[src/rtl/alu_issue_ctrl.sv]
// Three-cycle issue controller (IDLE -> EXEC -> WB) for a 16-bit ALU with an 8 x 16 register file and C/Z flags.
// Optional build macro ALU_ISSUE_R0_ZERO_EN makes R0 a hard-wired zero register.
module alu_issue_ctrl (
  input  logic        clk,
  input  logic        rst,
  input  logic        instr_valid,
  input  logic [15:0] instr,
  output logic        instr_ready,
  output logic [1:0]  ALUcontrol,
  output logic [15:0] DataA,
  output logic [15:0] DataB,
  input  logic [15:0] Result,
  input  logic        Zero,
  input  logic        Carry,
  output logic        wb_en,
  output logic [2:0]  wb_addr,
  output logic [15:0] wb_data,
  output logic        err,
  output logic        flag_c,
  output logic        flag_z,
  input  logic [2:0]  dbg_addr,
  output logic [15:0] dbg_data
);

  // Handshake: an instruction transfers on a rising edge where instr_valid and
  // instr_ready are both 1; instr_valid while instr_ready is 0 is ignored.
  typedef enum logic [1:0] {
    S_IDLE = 2'd0,
    S_EXEC = 2'd1,
    S_WB   = 2'd2
  } state_t;

  state_t      state_q, state_d;
  logic        ready_q, ready_d;
  logic [1:0]  alu_ctl_q, alu_ctl_d;
  logic [15:0] data_a_q, data_a_d;
  logic [15:0] data_b_q, data_b_d;
  logic [2:0]  rc_q, rc_d;
  logic        do_wb_q, do_wb_d;
  logic        illegal_q, illegal_d;
  logic        is_add_q, is_add_d;
  logic        wb_en_q, wb_en_d;
  logic [2:0]  wb_addr_q, wb_addr_d;
  logic [15:0] wb_data_q, wb_data_d;
  logic        err_q, err_d;
  logic        zero_q, zero_d;
  logic        carry_q, carry_d;
  logic        flag_c_q, flag_c_d;
  logic        flag_z_q, flag_z_d;
  logic [15:0] rf_q [8];
  logic [15:0] rf_d [8];

  logic [3:0]  opcode;
  logic [2:0]  ra, rb, rc;
  logic [1:0]  cond;
  logic        op_legal, cond_legal, cond_ok;
  logic [1:0]  op_ctl;
  logic [15:0] rd_a, rd_b, rd_dbg;
  logic        unused_bits;

  assign opcode      = instr[15:12];
  assign ra          = instr[11:9];
  assign rb          = instr[8:6];
  assign rc          = instr[5:3];
  assign cond        = instr[1:0];
  assign unused_bits = instr[2];

`ifdef ALU_ISSUE_R0_ZERO_EN
  assign rd_a   = (ra == 3'd0) ? 16'h0000 : rf_q[ra];
  assign rd_b   = (rb == 3'd0) ? 16'h0000 : rf_q[rb];
  assign rd_dbg = (dbg_addr == 3'd0) ? 16'h0000 : rf_q[dbg_addr];
`else
  assign rd_a   = rf_q[ra];
  assign rd_b   = rf_q[rb];
  assign rd_dbg = rf_q[dbg_addr];
`endif

  always_comb begin
    op_legal = 1'b1;
    op_ctl   = 2'b11;
    case (opcode)
      4'b0000: op_ctl = 2'b00;
      4'b0010: op_ctl = 2'b01;
      4'b0011: op_ctl = 2'b10;
      default: op_legal = 1'b0;
    endcase
    cond_legal = (cond != 2'b11);
    // Condition looks at the flags as they stand when the instruction is accepted.
    case (cond)
      2'b00:   cond_ok = 1'b1;
      2'b10:   cond_ok = flag_c_q;
      2'b01:   cond_ok = flag_z_q;
      default: cond_ok = 1'b0;
    endcase
  end

  always_comb begin
    state_d   = state_q;
    ready_d   = 1'b0;
    alu_ctl_d = 2'b11;
    data_a_d  = 16'h0000;
    data_b_d  = 16'h0000;
    rc_d      = rc_q;
    do_wb_d   = do_wb_q;
    illegal_d = illegal_q;
    is_add_d  = is_add_q;
    wb_en_d   = 1'b0;
    wb_addr_d = 3'd0;
    wb_data_d = 16'h0000;
    err_d     = 1'b0;
    zero_d    = zero_q;
    carry_d   = carry_q;
    flag_c_d  = flag_c_q;
    flag_z_d  = flag_z_q;
    rf_d      = rf_q;
    case (state_q)
      S_IDLE: begin
        if (instr_valid && ready_q) begin
          state_d   = S_EXEC;
          alu_ctl_d = (op_legal && cond_legal) ? op_ctl : 2'b11;
          data_a_d  = rd_a;
          data_b_d  = rd_b;
          rc_d      = rc;
          do_wb_d   = op_legal && cond_legal && cond_ok;
          illegal_d = !(op_legal && cond_legal);
          is_add_d  = (opcode == 4'b0000);
        end else begin
          ready_d = 1'b1;
        end
      end
      S_EXEC: begin
        state_d   = S_WB;
        wb_en_d   = do_wb_q;
        err_d     = illegal_q;
        wb_addr_d = rc_q;
        wb_data_d = Result;
        zero_d    = Zero;
        carry_d   = Carry;
      end
      S_WB: begin
        state_d = S_IDLE;
        ready_d = 1'b1;
        if (wb_en_q) begin
`ifdef ALU_ISSUE_R0_ZERO_EN
          if (wb_addr_q != 3'd0) rf_d[wb_addr_q] = wb_data_q;
`else
          rf_d[wb_addr_q] = wb_data_q;
`endif
          flag_z_d = zero_q;
          if (is_add_q) flag_c_d = carry_q;
        end
      end
      default: state_d = S_IDLE;
    endcase
  end

  always_ff @(posedge clk or posedge rst) begin
    if (rst) begin
      state_q   <= S_IDLE;
      ready_q   <= 1'b0;
      alu_ctl_q <= 2'b11;
      data_a_q  <= 16'h0000;
      data_b_q  <= 16'h0000;
      rc_q      <= 3'd0;
      do_wb_q   <= 1'b0;
      illegal_q <= 1'b0;
      is_add_q  <= 1'b0;
      wb_en_q   <= 1'b0;
      wb_addr_q <= 3'd0;
      wb_data_q <= 16'h0000;
      err_q     <= 1'b0;
      zero_q    <= 1'b0;
      carry_q   <= 1'b0;
      flag_c_q  <= 1'b0;
      flag_z_q  <= 1'b0;
      for (int i = 0; i < 8; i++) rf_q[i] <= 16'h0000;
    end else begin
      state_q   <= state_d;
      ready_q   <= ready_d;
      alu_ctl_q <= alu_ctl_d;
      data_a_q  <= data_a_d;
      data_b_q  <= data_b_d;
      rc_q      <= rc_d;
      do_wb_q   <= do_wb_d;
      illegal_q <= illegal_d;
      is_add_q  <= is_add_d;
      wb_en_q   <= wb_en_d;
      wb_addr_q <= wb_addr_d;
      wb_data_q <= wb_data_d;
      err_q     <= err_d;
      zero_q    <= zero_d;
      carry_q   <= carry_d;
      flag_c_q  <= flag_c_d;
      flag_z_q  <= flag_z_d;
      rf_q      <= rf_d;
    end
  end

  assign instr_ready = ready_q;
  assign ALUcontrol  = alu_ctl_q;
  assign DataA       = data_a_q;
  assign DataB       = data_b_q;
  assign wb_en       = wb_en_q;
  assign wb_addr     = wb_addr_q;
  assign wb_data     = wb_data_q;
  assign err         = err_q;
  assign flag_c      = flag_c_q;
  assign flag_z      = flag_z_q;
  assign dbg_data    = rd_dbg;

endmodule

[config.mk]
export PLATFORM = sky130hd
export DESIGN_NAME = alu_issue_ctrl
export DESIGN_NICKNAME = d
export VERILOG_FILES = /design/src/rtl/alu_issue_ctrl.sv
export SDC_FILE = /design/constraint.sdc
export NUM_CORES = 1
export LEC_CHECK = 0
export BUFFER_PORTS_ARGS = -buffer_cell sky130_fd_sc_hd__buf_2
export CAP_MARGIN = 0
export CORE_ASPECT_RATIO = 1.75
export CORE_MARGIN = 4
export CORE_UTILIZATION = 59
export CTS_BUF_LIST = sky130_fd_sc_hd__clkbuf_4 sky130_fd_sc_hd__clkbuf_8 sky130_fd_sc_hd__clkbuf_16
export CTS_CLUSTER_SIZE = 24
export DETAILED_ROUTE_END_ITERATION = 16
export PLACE_DENSITY = 0.81
export SYNTH_ARGS = -nofsm -noshare
export SYNTH_HDL_FRONTEND = slang
export SYNTH_SLANG_ARGS = --single-unit
[constraint.sdc]
create_clock -name clk -period 9.1 [get_ports clk]
set_input_delay 1.365 -clock clk [delete_from_list [all_inputs] [get_ports clk]]
set_output_delay 1.365 -clock clk [all_outputs]
set_load 0.02 [all_outputs]
### Yosys cells after proc, flatten, opt, wreduce, memory -nomap -nowiden

Cells that the tools add are included.

| storage, ports and cells | value |
|---|---|
| logic and storage cells | 84 |
| register bits | 196 |

| cells by class | value |
|---|---|
| equal/unequal tests | 8 |
| reduce and logical (&&, ||, !) cells | 12 |
| multiplexer cells | 30 |
| bitwise operators | 4 |
| $lt $le $gt $ge | 5 |

Operators by type and width:

| cell | number |
|---|---|
| 16-bit 2-to-1 mux | 12 |
| 16-bit binary-select mux with 3-bit select | 3 |
| 128-bit bitwise mux | 1 |
| 16-bit demux with 3-bit select | 1 |
| 4-bit >= comparator, second input constant | 4 |
| 3-bit NOT with 4-bit output | 4 |
| 4-bit by 2-bit == test with 1-bit output, second input constant | 2 |
| 2-bit 2-to-1 mux | 4 |
| 2-bit case mux with 3 select lines | 1 |
| 2-bit by 1-bit == test with 1-bit output, second input constant | 2 |
| 2-bit == test, second input constant | 2 |
| 1-bit logical AND | 4 |
| 2-bit zero test | 2 |
| 4-bit zero test | 1 |
| 4-bit by 1-bit < comparator with 1-bit output, second input constant | 1 |
| 1-bit 2-to-1 mux | 4 |
| 2-bit != test, second input constant | 2 |
| 2-bit case mux with 2 select lines | 1 |
| 2-bit AND reduction | 2 |
| 3-bit 2-to-1 mux | 1 |
| 1-bit case mux with 3 select lines | 1 |
| 3-bit AND reduction | 1 |
| 3-bit OR reduction | 1 |
| 1-bit case mux with 2 select lines | 1 |
| 1-bit zero test | 1 |

### Logic depth before layout (Yosys ltp)

| logic depth | value |
|---|---|
| word-level depth | 7 |
| gate-level depth with buffers | 6 |

### Worst setup path after synthesis

Ideal clock, no wire load.

| path | value |
|---|---|
| path kind | input port to output port |
| start point | input dbg_addr[0] |
| end point | output dbg_data[0] |
| path slack | 5.009 ns |
| required time | 7.735 ns |
| data arrival time | 2.726 ns |
| cell stages on the path | 4 |
| cells stage by stage | clkbuf_1 -> buf_2 -> mux4_2 -> mux2_2 |

| between the ends | value |
|---|---|
| word-level cells in the longest chain between the ends | 4 |

RTL lines:

| element | RTL line | source |
|---|---|---|
| from (decl) | 21 | `input logic [2:0] dbg_addr,` |
| 3-bit NOT with 4-bit output (not written as such) | 75 | `assign rd_dbg = rf_q[dbg_addr];` |
| 16-bit binary-select mux with 3-bit select | 75 |  |
| 16-bit 2-to-1 mux (not written as such) (2 in a row) | 75 |  |
| to (decl) | 22 | `output logic [15:0] dbg_data` |

No other way between the ends. The select of a mux whose other input is x is not followed.

### Worst setup path after layout

| path | value |
|---|---|
| start point | input dbg_addr[0] |
| end point | output dbg_data[14] |

Same word-level chain as after synthesis.

==> flow_metrics.py <==
metrics = {
    "status": {
        "status": "finished, final reports clean",
    },
    "place": {
        "gp_congestion": 0.7792,
        "pre_cts_ws_ns": 4.622,
        "dpl.hpwl_mm": 15.63,
        "portBuffers": 112,
        "dp.cells": 1025,
    },
    "synthesis": {
        "synth_seq_cells": 196,
        "yosys.area.top_type_share_pct": 48.57,
        "synthMostInstantiatedCell": "mux2_2",
        "synth_cell_types": 32,
        "yosysSeqAreaShare_pct": 49.09,
        "synth_nets": 770,
        "synth_cells": 730,
        "synthesis.area_um2": 9996,
        "async_flop_share_pct": 100.0,
        "synth.avg_cell_area_um2": 13.69,
        "synth_edf_count": 0,
        "synth_ff_type": "dfrtp_1",
        "synth.largest_area_cell": "dfrtp_1",
        "synth_area_leaders": "dfrtp_1 (49%), mux2_2 (23%), mux4_2 (7.2%)",
        "yosys_warnings": 0,
        "synth_common_cells": "mux2_2 (202), dfrtp_1 (194), mux2i_1 (64)",
    },
    "timing": {
        "min_period_ns": 4.464,
        "fmax_ghz": 0.2240,
        "post-route-period-util_pct": 49.05,
        "setup-tns-final_ns": 0,
        "worst-slew-pin-transition_ns": 1.224,
        "finalSetupViolCount": 0,
        "setup_slack_ns": 4.636,
        "relSlewSlack_pct": 18.17,
        "finalMaxSlewViolations": 0,
        "hold_viol": 0,
        "rsz0062_at_grt": "no",
        "fin_worst_skew_ns": 0.01098,
    },
    "hold_path": {
        "holdPathStages": 2,
        "hold_end": "rc_q[1]$_DFFE_PP0P_",
        "min-delay-path-class": "reg2reg",
        "hp-start": "rc_q[1]$_DFFE_PP0P_",
    },
    "drt": {
        "avgRoutedWirePerCell_um": 24.49,
        "drt_iter0_drc": 437,
        "drc": 0,
        "antenna_left": 0,
        "drt_wl_total_mm": 25.89,
        "vias": 6829,
        "viasPerCell": 6.461,
        "drtPass1Iterations": 4,
    },
    "final_layout": {
        "layout-drive-gt1-share_pct": 49.46,
        "layout.cells.non_filler": 1057,
        "diodes": 0,
        "area_growth_pct": 13.44,
        "nets": 860,
    },
    "floorplanning": {
        "die_h_um": 180.2,
        "dieArea_um2": 19170,
        "start_util_pct": 60.50,
        "die_w_um": 106.4,
        "rows": 62,
        "coreArea_um2": 16520,
        "pin_count": 114,
    },
    "setup_path": {
        "cp-start-kind": "primary input",
        "worstPathMaxFanout": 32,
        "slowest_delay_ns": 0.61,
        "path_cells": "buf_2 -> buf_4 -> mux4_2 -> mux2_2 -> buf_2",
        "worstPathArrival_ns": 3.10,
        "crit_type": "in2out",
        "critical_path_required_ns": 7.74,
        "timing.rr.start": "state_q[0]$_DFFE_PP0N_",
        "slowest_stage": "mux4_2",
        "startpoint": "dbg_addr[0]",
        "path_common_cell": "buf_2",
        "r2r_end": "rf_q[100]$_DFFE_PP0P_",
        "crit_path_end_kind": "primary output",
        "r2r_cells": 3,
        "r2r_setup_slack_ns": 6.81,
    },
    "run": {
        "cap_violations": 0,
    },
    "clock_network": {
        "tritoncts": "done",
        "cts_hold_buf": 0,
        "clockBufferDepth": 2,
        "numCtsBuffers": 17,
        "cts.repair.resized": 0,
        "clock-sinks": 196,
        "post-cts-setup-buffers": 0,
        "clkTransAtPathRegs_ns": 0.07,
        "cts-root-buf": "clkbuf_16",
        "clock_latency_ns": 0.45,
        "htreeDepth": 4,
    },
    "pwr": {
        "leakage_nw": 5.703,
        "p_per_area_nw_per_um2": 182.8,
        "ir_drop_uv": 206.8,
    },
    "global_route": {
        "grt_usage_pct": 27.84,
        "grt_pass1_vias": 7603,
        "grt_max_degree": 110,
        "grt-ovfl-total": 0,
        "antenna_found_initial": 0,
        "grt_pass1_wl_mm": 40.90,
    },
}
## logic make-up (layout without fill, tap and decap cells)
group                  Yosys count  in the layout  synth area share (%)
AO/OA/AOI/OAI                   70             70                 5.232
multiplexers                   308            308                 37.88
AND/OR/NAND/NOR                 99             99                 5.370
flip-flops                     196            196                 49.09
buffers and inverters           57            160                 2.428
## cell usage in the layout (no fill, tap or decap)
cell type,count
mux2i_1,64
mux2_2,202
nand3b_1,2
o31ai_1,1
o21ai_0,1
dfstp_2,2
nor2b_2,3
nor3_2,1
a22o_1,33
nor2b_1,1
nor3_4,1
nand2b_1,4
o22ai_1,32
nand4bb_2,1
buf_2,112
mux4_2,32
clkinv_4,3
nor2_2,2
or4b_2,1
clkinv_8,2
bufinv_16,1
nand4_1,2
clkbuf_16,17
or4b_4,1
o21a_1,1
a31oi_1,1
mux2_4,10
dfrtp_1,194
and2_1,21
nand2_1,17
buf_4,11
a21o_1,1
nor2_1,6
inv_1,4
inv_6,3
nor3_1,32
nand3_1,3
inv_8,7
or3b_1,1
## metrics by stage
| step | utilization, % | cell area (um^2) | hold WS, ns | power (mW) |
|---|---|---|---|---|
| final | 68.63 | 11340 | 0.4765 | 2.073 |
| after global routing | 68.63 | 11340 | 0.4985 | 2.148 |
| after CTS | 68.63 | 11340 | 0.4808 | 2.083 |
| after detailed placement | 64.95 | 10730 | 0.4623 | 1.318 |
| after global placement | 64.95 | 10730 | 0.4514 | 1.305 |
| after floorplan | - | 9996 | 0.4374 | 1.190 |
## layout make-up
type,instances,area (um^2)
flip-flops and latches,196,4907
repair buffers,123,643.1
inverters,5,26.28
clock buffers,17,425.4
multi-input cells,477,4875
clock inverters,15,182.7
well taps,224,280.3
fillers,1188,5184
## layer usage
layer,GRT usage (%),part of all wire [%],vias to the layer above
li1,-,-,2924
met1,33.07,36,3542
met2,46.66,52,285
met3,6.024,6.8,78
met4,15.25,4.3,0
met5,0,0,-
## state kept, by name (all words and copies together) (netlist names)
| name | flops |
|---|---|
| do_wb_q | 1 |
| wb_en | 1 |
| DataB | 16 |
| state_q | 2 |
| flag_c | 1 |
| is_add_q | 1 |
| err | 1 |
| wb_data | 16 |
| ALUcontrol | 2 |
| flag_z | 1 |
| carry_q | 1 |
| wb_addr | 3 |
| zero_q | 1 |
| DataA | 16 |
| instr_ready | 1 |
| rc_q | 3 |
| rf_q | 128 |
| illegal_q | 1 |
## worst max-delay path: cells and delay by family
| family | cells | cell delay (ns) |
|---|---|---|
| buffers and inverters | 3 | 0.79 |
| muxes | 2 | 0.90 |
## report_power, final
part,switching [mW],internal [mW]
Combinational,0.205,0.109
Sequential,0.0580,0.929
Clock,0.374,0.397
## how the worst max path moves through the flow
stage | slack, ns | cells after the start | to
floorplan | 2.40 | 1 | DataA[0]$_DFF_PP0_
global placement | 4.61 | 5 | dbg_data[12]
detailed placement | 4.62 | 5 | dbg_data[14]
CTS | 4.62 | 5 | dbg_data[14]
global route | 4.54 | 5 | dbg_data[14]
finish | 4.64 | 5 | dbg_data[14]
(Power assumes the default switching activity.)
